<file path="config.mk">
export PLATFORM = sky130hd
export DESIGN_NAME = scan_chain_sequencer
export DESIGN_NICKNAME = d
export VERILOG_FILES = /design/src/rtl/scan_pkg.sv /design/src/rtl/scan_misr.sv /design/src/rtl/scan_chain_sequencer.sv
export SDC_FILE = /design/constraint.sdc
export NUM_CORES = 1
export LEC_CHECK = 0
export BUFFER_PORTS_ARGS = -buffer_cell sky130_fd_sc_hd__buf_2
export CAP_MARGIN = 15
export CORE_AREA = 3 3 41 70
export CTS_CLUSTER_SIZE = 20
export DETAILED_ROUTE_END_ITERATION = 6
export DIE_AREA = 0 0 44 73
export GPL_TIMING_DRIVEN = 0
export PLACE_DENSITY = 0.74
export SYNTH_ARGS = -nofsm -noshare
export SYNTH_HDL_FRONTEND = slang
export SYNTH_SLANG_ARGS = --single-unit
</file>
<file path="constraint.sdc">
create_clock -name clk -period 1.1 [get_ports clk]
set_input_delay 0.22 -clock clk [delete_from_list [all_inputs] [get_ports clk]]
set_output_delay 0.22 -clock clk [all_outputs]
set_load 0.02 [all_outputs]
</file>
<file path="src/rtl/scan_pkg.sv">
// Shared types and constants for the scan chain sequencer.
package scan_pkg;

    typedef enum logic [1:0] {
        IDLE,
        SHIFT,
        CAPTURE,
        RESP
    } state_t;

    localparam logic [7:0] MISR_POLY_DEFAULT = 8'hB8;

endpackage

</file>
<file path="src/rtl/scan_misr.sv">
// Multiple-input signature register that folds each accepted response into a running signature.
module scan_misr #(
    parameter int                 WIDTH = 8,
    parameter logic [WIDTH-1:0]   POLY  = 8'hB8
) (
    input  logic             clk,
    input  logic             rst,
    input  logic             update,
    input  logic [WIDTH-1:0] data,
    output logic [WIDTH-1:0] sig
);

    always_ff @(posedge clk or posedge rst) begin
        if (rst) begin
            sig <= '0;
        end else if (update) begin
            sig <= {sig[WIDTH-2:0], 1'b0} ^ (sig[WIDTH-1] ? POLY : '0) ^ data;
        end
    end

endmodule

</file>
<file path="src/rtl/scan_chain_sequencer.sv">
// Serialises a test vector into a scan chain while unloading the previous capture, then strobes one capture.
// Optional response signature (misr_sig port) is enabled by defining SCAN_SEQ_MISR_EN.
module scan_chain_sequencer
    import scan_pkg::*;
#(
    parameter int                     CHAIN_LEN = 8,
    parameter logic [CHAIN_LEN-1:0]   MISR_POLY = CHAIN_LEN'(MISR_POLY_DEFAULT)
) (
    input  logic                 clk,
    input  logic                 rst,
    input  logic                 vec_valid,
    output logic                 vec_ready,
    input  logic [CHAIN_LEN-1:0] vec_data,
    output logic                 scan_enable,
    output logic                 scan_in,
    input  logic                 scan_out,
    output logic                 capture_en,
    output logic                 resp_valid,
    input  logic                 resp_ready,
    output logic [CHAIN_LEN-1:0] resp_data,
    output logic                 busy
`ifdef SCAN_SEQ_MISR_EN
    ,
    output logic [CHAIN_LEN-1:0] misr_sig
`endif
);

    localparam int                CNT_W    = $clog2(CHAIN_LEN);
    localparam logic [CNT_W-1:0]  CNT_LAST = CNT_W'(CHAIN_LEN - 1);

    state_t                state, state_nxt;
    logic [CNT_W-1:0]      cnt;
    logic [CHAIN_LEN-1:0]  vec_sr;
    logic [CHAIN_LEN-1:0]  resp_sr;
    logic                  ready_q;
    logic                  vec_hs;

    assign vec_hs = vec_valid && ready_q;

    always_ff @(posedge clk or posedge rst) begin
        if (rst) state <= IDLE;
        else     state <= state_nxt;
    end

    always_comb begin
        state_nxt = state;
        case (state)
            IDLE:    if (vec_hs) state_nxt = SHIFT;
            SHIFT:   if (cnt == CNT_LAST) state_nxt = CAPTURE;
            CAPTURE: state_nxt = RESP;
            RESP:    if (resp_ready) state_nxt = IDLE;
            default: state_nxt = IDLE;
        endcase
    end

    // scan_out is sampled on the same edge the chain shifts, so resp_sr fills MSB-first.
    always_ff @(posedge clk or posedge rst) begin
        if (rst) begin
            vec_sr  <= '0;
            resp_sr <= '0;
            cnt     <= '0;
            ready_q <= 1'b0;
        end else begin
            ready_q <= (state_nxt == IDLE);
            case (state)
                IDLE: begin
                    if (vec_hs) begin
                        vec_sr <= vec_data;
                        cnt    <= '0;
                    end
                end
                SHIFT: begin
                    vec_sr  <= {vec_sr[CHAIN_LEN-2:0], 1'b0};
                    resp_sr <= {resp_sr[CHAIN_LEN-2:0], scan_out};
                    cnt     <= cnt + 1'b1;
                end
                default: ;
            endcase
        end
    end

    assign vec_ready   = ready_q;
    assign scan_enable = (state == SHIFT);
    assign scan_in     = (state == SHIFT) ? vec_sr[CHAIN_LEN-1] : 1'b0;
    assign capture_en  = (state == CAPTURE);
    assign resp_valid  = (state == RESP);
    assign resp_data   = resp_sr;
    assign busy        = (state != IDLE);

`ifdef SCAN_SEQ_MISR_EN
    scan_misr #(
        .WIDTH (CHAIN_LEN),
        .POLY  (MISR_POLY)
    ) u_misr (
        .clk    (clk),
        .rst    (rst),
        .update (resp_valid && resp_ready),
        .data   (resp_sr),
        .sig    (misr_sig)
    );
`endif

endmodule
</file>
==> impl_results.rst, run 1 <==
.. list-table::
   :header-rows: 1

   * - Metric
     - Value
   * - Status
     - finished, violations left
   * - Failing checks
     - setup timing
   * - Placement Rows
     - 23
   * - Number of setup violations in the final report
     - 24
   * - Final nets
     - 137
   * - H-tree level count
     - 1
   * - Die area
     - 3210 um^2
   * - Net count after synthesis
     - 95
   * - Num CTS Buffers
     - 3
   * - Share of Yosys cell area claimed by the top area cell type
     - 0.524
   * - Fraction of the yosys area taken by sequential cells
     - 0.524
   * - Layout-stage area growth over the synthesis result
     - 42.5%
   * - Fraction of registers with async set or reset after synthesis
     - 1.00
   * - Initial antenna violation count
     - 0
   * - Worst setup slack after layout
     - -341 ps
   * - Leakage power figure
     - 0.718 nW
   * - Number of flops mapped to enable cells by yosys
     - 0
   * - Crit path required time
     - 880 ps
   * - Drc violations
     - 0
   * - Gpl congestion
     - 0.684
   * - Final Critical Period
     - 1440 ps
   * - Standard cell core area
     - between 2000 and 2500 um^2
   * - Detailed-routing iteration count for the pre-antenna-repair pass
     - 4
   * - Ratio of cells with drive above 1 in the final layout
     - 0.661
   * - Top cell type by total area after synthesis
     - sky130_fd_sc_hd__dfrtp_1
   * - Worst VDD drop
     - 1.91 mV
   * - Master cell of the clock root buffer
     - sky130_fd_sc_hd__clkbuf_8
   * - Count of endpoints failing hold in the final timing report
     - 0
   * - Wire length of the first global-routing pass
     - 3710 um
   * - CTS tree
     - done
   * - Post-route ant nets
     - 0
   * - Commonest cells post-synth
     - sky130_fd_sc_hd__dfrtp_1, sky130_fd_sc_hd__mux2_4, sky130_fd_sc_hd__mux2i_1, sky130_fd_sc_hd__o21ai_0, sky130_fd_sc_hd__o21ai_1
   * - Top-level port count
     - 27
   * - WL/cell
     - 16.0 um
   * - Number of inserted filler cells in the final layout
     - around 190
   * - Chip width
     - between 40 and 50 um
   * - Via density per instance
     - 5.31
   * - Kind of critical path
     - reg2out
   * - Pin count of the biggest net entering global routing
     - 23
   * - Number of vias in the routed layout
     - 775
   * - Number of buffer cells added on primary ports
     - 26
   * - Max Cap Violations
     - 0
   * - Worst Tran Pin Value
     - 846 ps
   * - Detailed Place HPWL
     - approximately 1400 um
   * - Via count of the first global-routing pass
     - 807
   * - Final core utilization
     - 0.635
   * - Clock Latency Late Sink
     - 260 ps
   * - Initial standard-cell utilization of the core
     - 0.445
   * - Total routing resource utilization after global routing
     - 0.151
   * - Clock input transition at the sequential cells of the worst setup and hold paths
     - roughly 80 ps
   * - Most used flip-flop cell after synthesis
     - sky130_fd_sc_hd__dfrtp_1
   * - Final routed wirelength across all metal layers
     - 2340 um
   * - Area of combinational cells with multiple inputs
     - 515 um^2
   * - Drt first-iter violations
     - 16
   * - Hold Path Class
     - in2async
   * - Top cells by area in the synthesized netlist
     - sky130_fd_sc_hd__dfrtp_1, sky130_fd_sc_hd__mux2_4, sky130_fd_sc_hd__mux2i_1
   * - Worst clock skew on the final layout
     - 1.27 ps
   * - Buffer depth of the longest clock path
     - 2
   * - Max-slew violations
     - 0
   * - Category of the worst setup path capture point
     - output port
   * - YS warnings
     - 0
   * - Setup tns final
     - -5360 ps
   * - Fin crit share
     - 1.31
   * - RSZ-0062 raised after global routing
     - true
   * - Syn_area_per_cell
     - 13.1 um^2
   * - Worst max-slew margin expressed relative to the limit
     - 0.436
   * - Synth Cell Area
     - between 1000 and 1500 um^2
   * - Highest attainable clock frequency
     - around 690 MHz
   * - Storage cell area
     - ~550 um^2
   * - Number of flip-flops and latches in the synthesized netlist
     - 22
   * - Maximum fanout count along the critical path
     - 5
   * - Crit path launch type
     - flop
   * - Instance count of the mapped netlist
     - 80
   * - Arrival time reported for the critical path endpoint
     - 1220 ps
   * - TritonCTS Sinks
     - 22
   * - Most frequently used cell type in the post-synthesis netlist
     - sky130_fd_sc_hd__dfrtp_1
   * - Power density of the placed cells
     - 3570 nW/um^2
   * - Count of inserted antenna diode cells
     - 0
   * - Synth cell types
     - 24
   * - Y dimension of the die
     - approximately 73 um
   * - Overflow left after global routing
     - 0
## power by group
part | switching [W] | total [W] | internal, W
sequential | 0.000314 | 0.00153 | 0.00122
combinational | 0.00142 | 0.00324 | 0.00182
clock | 0.000260 | 0.000579 | 0.000319
total | 0.00200 | 0.00535 | 0.00335
## area by class of cell
cell class | instances | area share
multi-input combinational | 51 | 0.344
inverter | 2 | 0.00501
buffer | 3 | 0.0251
sequential | 22 | 0.370
tap | 25 | 0.0209
clock buffer | 4 | 0.0368
timing repair buffer | 39 | 0.198
## per-layer routing
layer	GRT usage	wire length (um)
met1	0.193	932
met2	0.255	1250
met3	0.0148	110
met4	0.0604	42
met5	0	0
## critical path: stages, from the launching register on
cell	delay, ps
sky130_fd_sc_hd__dfrtp_2	460
sky130_fd_sc_hd__nor2b_4	150
sky130_fd_sc_hd__buf_8	120
sky130_fd_sc_hd__and2_4	130
sky130_fd_sc_hd__buf_6	110
## placed cells by master (no fill, tap or decap), types with 2 or more instances in the layout
cell,n
sky130_fd_sc_hd__nor2_1,2
sky130_fd_sc_hd__buf_4,9
sky130_fd_sc_hd__buf_2,20
sky130_fd_sc_hd__clkbuf_8,4
sky130_fd_sc_hd__inv_1,2
sky130_fd_sc_hd__buf_6,9
sky130_fd_sc_hd__mux2i_2,3
sky130_fd_sc_hd__buf_8,3
sky130_fd_sc_hd__mux2i_1,3
sky130_fd_sc_hd__a21oi_2,3
sky130_fd_sc_hd__a22o_1,2
sky130_fd_sc_hd__o21ai_2,6
sky130_fd_sc_hd__dfrtp_2,3
sky130_fd_sc_hd__o21ai_0,7
sky130_fd_sc_hd__mux2_4,8
sky130_fd_sc_hd__dfrtp_1,19
## logic make-up (layout without fill, tap and decap cells)
kind of cell | count (synthesis) | in the layout | share of synthesized area
DFF | 22 | 22 | 0.524
muxes | 16 | 16 | 0.192
buffers and inverters | 7 | 48 | 0.0667
and+or+nand+nor | 10 | 10 | 0.0607
AOI/OAI and AO/OA | 23 | 23 | 0.133
adders and majority gates | 2 | 2 | 0.0238
## timing repair
item	CTS	global route
hold buffers	0	0
setup buffers	10	4
gates resized for setup	18	26
gates cloned	1	0
pin swaps	2	3
setup endpoints to repair	25	28
## stage by stage
step	std cells	hold slack (ps)	total power, W	instance area [um^2]	worst slack (ps)
after global placement	131	406	0.00374	1220	-208
after CTS	145	147	0.00486	1390	-382
final	146	118	0.00535	1500	-341
after global routing	146	183	0.00569	1500	-391
after floorplan	80	209	0.00329	1050	-86.1
after detailed placement	131	424	0.00383	1220	-214
## flip-flops by register name, indices dropped and copies added (netlist names)
name,count
state,2
vec_sr,8
cnt,3
vec_ready,1
resp_data,8
## worst paths after layout
kind	slack, ps	cells after the start	to	from
worst max register to register	-310	5	vec_sr[0]$_DFFE_PP0P_	state[1]$_DFF_PP0_
worst max-delay path	-340	4	scan_in	state[1]$_DFF_PP0_
max in group asynchronous	410	2	state[0]$_DFF_PP0_	rst
worst min-delay path	120	2	resp_data[2]$_DFFE_PP0P_	rst
min in group clk	170	2	state[1]$_DFF_PP0_	resp_ready
worst min register to register	510	1	resp_data[7]$_DFFE_PP0P_	resp_data[7]$_DFFE_PP0P_
No activity file was read; power rests on OpenSTA's default activity.
==> inputs of run 2 (changes only) <==
Settings changed: ABC_AREA from default to 1.
==> impl_results.rst, run 2 <==
.. list-table::
   :header-rows: 1

   * - Metric
     - Value
   * - Status
     - finished, violations left
   * - Failing checks
     - setup timing
   * - Kind of critical path
     - reg2out
   * - Most frequent cells in the layout
     - sky130_fd_sc_hd__nand2_1, sky130_fd_sc_hd__dfrtp_1, sky130_fd_sc_hd__buf_2
   * - Number of flops mapped to enable cells by yosys
     - 0
   * - TritonCTS Sinks
     - 22
   * - Levels on crit path
     - 5
   * - Y dimension of the die
     - 73 um
   * - Final nets
     - 190
   * - Worst clock skew on the final layout
     - 1.58 ps
   * - Worst VDD drop
     - 2.06 mV
   * - Worst max-slew margin expressed relative to the limit
     - 0.453
   * - Psw
     - about 0.0024 W
   * - Net count after synthesis
     - 142
   * - Most Frequent Cell on Critical Path
     - sky130_fd_sc_hd__inv_2
   * - Crit path required time
     - between 800 and 900 ps
   * - Total routing resource utilization after global routing
     - 0.184
   * - Drc violations
     - 0
   * - Worst setup slack after layout
     - -272 ps
   * - Wire length of the first global-routing pass
     - approximately 4400 um
   * - Standard cell core area
     - 2360 um^2
   * - Worst reg2reg path startpoint
     - state[1]$_DFF_PP0_
   * - Setup slack at placement
     - -128 ps
   * - RSZ-0062 raised after global routing
     - true
   * - Number of inserted filler cells in the final layout
     - 188
   * - Most used flip-flop cell after synthesis
     - sky130_fd_sc_hd__dfrtp_1
   * - Detailed-routing iteration count for the pre-antenna-repair pass
     - 4
   * - Die area
     - 3210 um^2
   * - Count of endpoints failing hold in the final timing report
     - 0
   * - Arrival time reported for the critical path endpoint
     - 1150 ps
   * - Fin crit share
     - 1.25
   * - Drt first-iter violations
     - 17
   * - Maximum fanout count along the critical path
     - 3
   * - Final routed wirelength across all metal layers
     - between 2000 and 3000 um
   * - Most frequently used cell type in the post-synthesis netlist
     - sky130_fd_sc_hd__nand2_1
   * - YS warnings
     - 0
   * - Syn_area_per_cell
     - 8.24 um^2
   * - Max-slew violations
     - 0
   * - Synth Cell Area
     - 1050 um^2
   * - Category of the worst setup path capture point
     - output port
   * - Top-level port count
     - 27
   * - Fraction of registers with async set or reset after synthesis
     - 1.00
   * - Pin count of the biggest net entering global routing
     - 23
   * - Proportion of power drawn by flip-flops and latches
     - 0.258
   * - Combinational cell fraction of total power
     - 0.638
   * - Synth cell types
     - 17
   * - Final Critical Period
     - between 1000 and 1500 ps
   * - Fraction of the yosys area taken by sequential cells
     - 0.526
   * - Critical path startpoint
     - state[1]$_DFF_PP0_
   * - Hold Path Class
     - in2async
   * - Buffer and inverter count on the worst path
     - 4
   * - Final Instance Count excl. Fillers
     - 199
   * - Cells traversed along the worst timing path
     - inv_2, nand2_4, inv_2, buf_6, buf_4
   * - Num CTS Buffers
     - 3
   * - Depth of the most critical reg-to-reg path
     - 8
   * - Commonest cells post-synth
     - sky130_fd_sc_hd__nand2_1, sky130_fd_sc_hd__dfrtp_1, sky130_fd_sc_hd__nand3_1, sky130_fd_sc_hd__inv_1, sky130_fd_sc_hd__o21ai_0
   * - Instance count of the mapped netlist
     - 127
   * - Clock Latency Late Sink
     - 260 ps
   * - Switching share of power
     - 0.433
   * - Leading cell type in the layout, fill and taps excluded
     - sky130_fd_sc_hd__nand2_1
   * - Number of buffer cells added on primary ports
     - 26
   * - Slowest cell on the critical path
     - sky130_fd_sc_hd__dfrtp_1
   * - Share of total power in the clock network
     - 0.104
   * - Post-route ant nets
     - 0
   * - Share of Yosys cell area claimed by the top area cell type
     - 0.526
   * - Number of vias in the routed layout
     - 1024
   * - Via density per instance
     - 5.15
   * - H-tree level count
     - 1
   * - Via count of the first global-routing pass
     - 1014
   * - Number of setup violations in the final report
     - 24
   * - CTS tree
     - done
   * - Layout-stage area growth over the synthesis result
     - 54.2%
   * - Highest attainable clock frequency
     - between 700 and 800 MHz
   * - Initial standard-cell utilization of the core
     - 0.443
   * - Master cell of the clock root buffer
     - sky130_fd_sc_hd__clkbuf_8
   * - Worst Tran Pin Value
     - 820 ps
   * - Chip width
     - roughly 44 um
   * - Detailed Place HPWL
     - 1700 um
   * - Overflow left after global routing
     - 0
   * - Max Cap Violations
     - 0
   * - Clock input transition at the sequential cells of the worst setup and hold paths
     - 80 ps
   * - Number of flip-flops and latches in the synthesized netlist
     - 22
   * - Top cell type by total area after synthesis
     - sky130_fd_sc_hd__dfrtp_1
   * - Crit path launch type
     - flop
   * - Critical Path Max Stage Delay
     - 390 ps
   * - Internal power component
     - 0.00318 W
   * - Leakage power figure
     - around 0.87 nW
   * - Initial antenna violation count
     - 0
   * - Power density of the placed cells
     - 3480 nW/um^2
   * - Placed Cells
     - 178
   * - Gpl congestion
     - 0.777
   * - Ratio of cells with drive above 1 in the final layout
     - 0.466
   * - Count of inserted antenna diode cells
     - 0
   * - Buffer depth of the longest clock path
     - 2
   * - Family of cells with the greatest summed delay on the critical path
     - buffers and inverters
   * - Placement Rows
     - 23
   * - WL/cell
     - 14.6 um
   * - Top cells by area in the synthesized netlist
     - sky130_fd_sc_hd__dfrtp_1, sky130_fd_sc_hd__nand2_1, sky130_fd_sc_hd__nand3_1
run 2: cell types whose count changed after synthesis, sizes merged, moves of 4 or more:
cell,before,now
a21oi,5,1
mux2i,7,0
nand2,1,47
o21ai,14,10
inv,2,13
mux2,9,0
nand3,0,21
run 2: worst register-to-register path, stage by stage (launching register included):
cell	delay (ps)
sky130_fd_sc_hd__dfrtp_1	390
sky130_fd_sc_hd__inv_2	110
sky130_fd_sc_hd__buf_4	120
sky130_fd_sc_hd__buf_6	90
sky130_fd_sc_hd__buf_6	100
sky130_fd_sc_hd__nand3_4	130
sky130_fd_sc_hd__buf_6	180
sky130_fd_sc_hd__nand3_1	80
sky130_fd_sc_hd__nand2_1	70
run 2: stage by stage:
| step | hold WS [ps] | total power, W | utilization | area (um^2) | TNS [ps] |
|---|---|---|---|---|---|
| after global routing | 167 | 0.00601 | 0.683 | 1610 | -6310 |
| after CTS | 130 | 0.00487 | 0.615 | 1450 | -1940 |
| after detailed placement | 421 | 0.00359 | 0.515 | 1210 | -249 |
| after floorplan | 209 | 0.00298 | - | 1050 | 0 |
| after global placement | 411 | 0.00352 | 0.515 | 1210 | -230 |
| final | 102 | 0.00561 | 0.683 | 1610 | -4520 |
run 2: cell type report:
class	instances	area (um^2)	area share
Sequential cell	22	552	0.342
Clock buffer	4	55.1	0.0341
Tap cell	25	31.3	0.0194
Inverter	13	51.3	0.0318
Multi-Input combinational cell	85	502	0.311
Timing Repair Buffer	43	339	0.210
Buffer	7	82.6	0.0512
run 2: cells by family after synthesis:
family,Yosys count,share of synthesized area
adder cells (fa/ha/maj),2,0.0239
flip-flops,22,0.526
AND/OR/NAND/NOR,72,0.300
buffers and inverters,20,0.0969
AO/OA/AOI/OAI,11,0.0526
run 2: worst paths after layout:
kind	to	slack, ps
min in group clk	resp_data[0]$_DFFE_PP0P_	180
max	scan_enable	-270
min reg2reg	resp_data[7]$_DFFE_PP0P_	490
min	vec_sr[4]$_DFFE_PP0P_	100
max in group asynchronous	state[0]$_DFF_PP0_	440
max reg2reg	vec_sr[5]$_DFFE_PP0P_	-270
run 2: timing repair:
action                                  4_1_cts  5_1_grt
resized for setup                            35       28
pin swaps                                     2        2
setup buffers                                10        7
endpoints found under the setup margin        6       28
hold buffers                                  0        0
gates cloned                                  1        1
run 2: metal layers:
| layer | up-vias | track usage | wire length [um] |
|---|---|---|---|
| met2 | 28 | 0.330 | 1650 |
| met1 | 493 | 0.191 | 1050 |
| met5 | - | 0 | 0 |
| met4 | 0 | 0.124 | 86 |
| li1 | 495 | - | - |
| met3 | 8 | 0.0222 | 124 |
run 2: power by group through the flow:
stage                     clock network, W  registers [W]  logic [W]
after detailed placement                 0        0.00140    0.00219
final                             0.000583        0.00145    0.00358
after global routing              0.000615        0.00149    0.00390
after floorplan                          0        0.00152    0.00146
after CTS                         0.000586        0.00140    0.00288
after global placement                   0        0.00137    0.00215
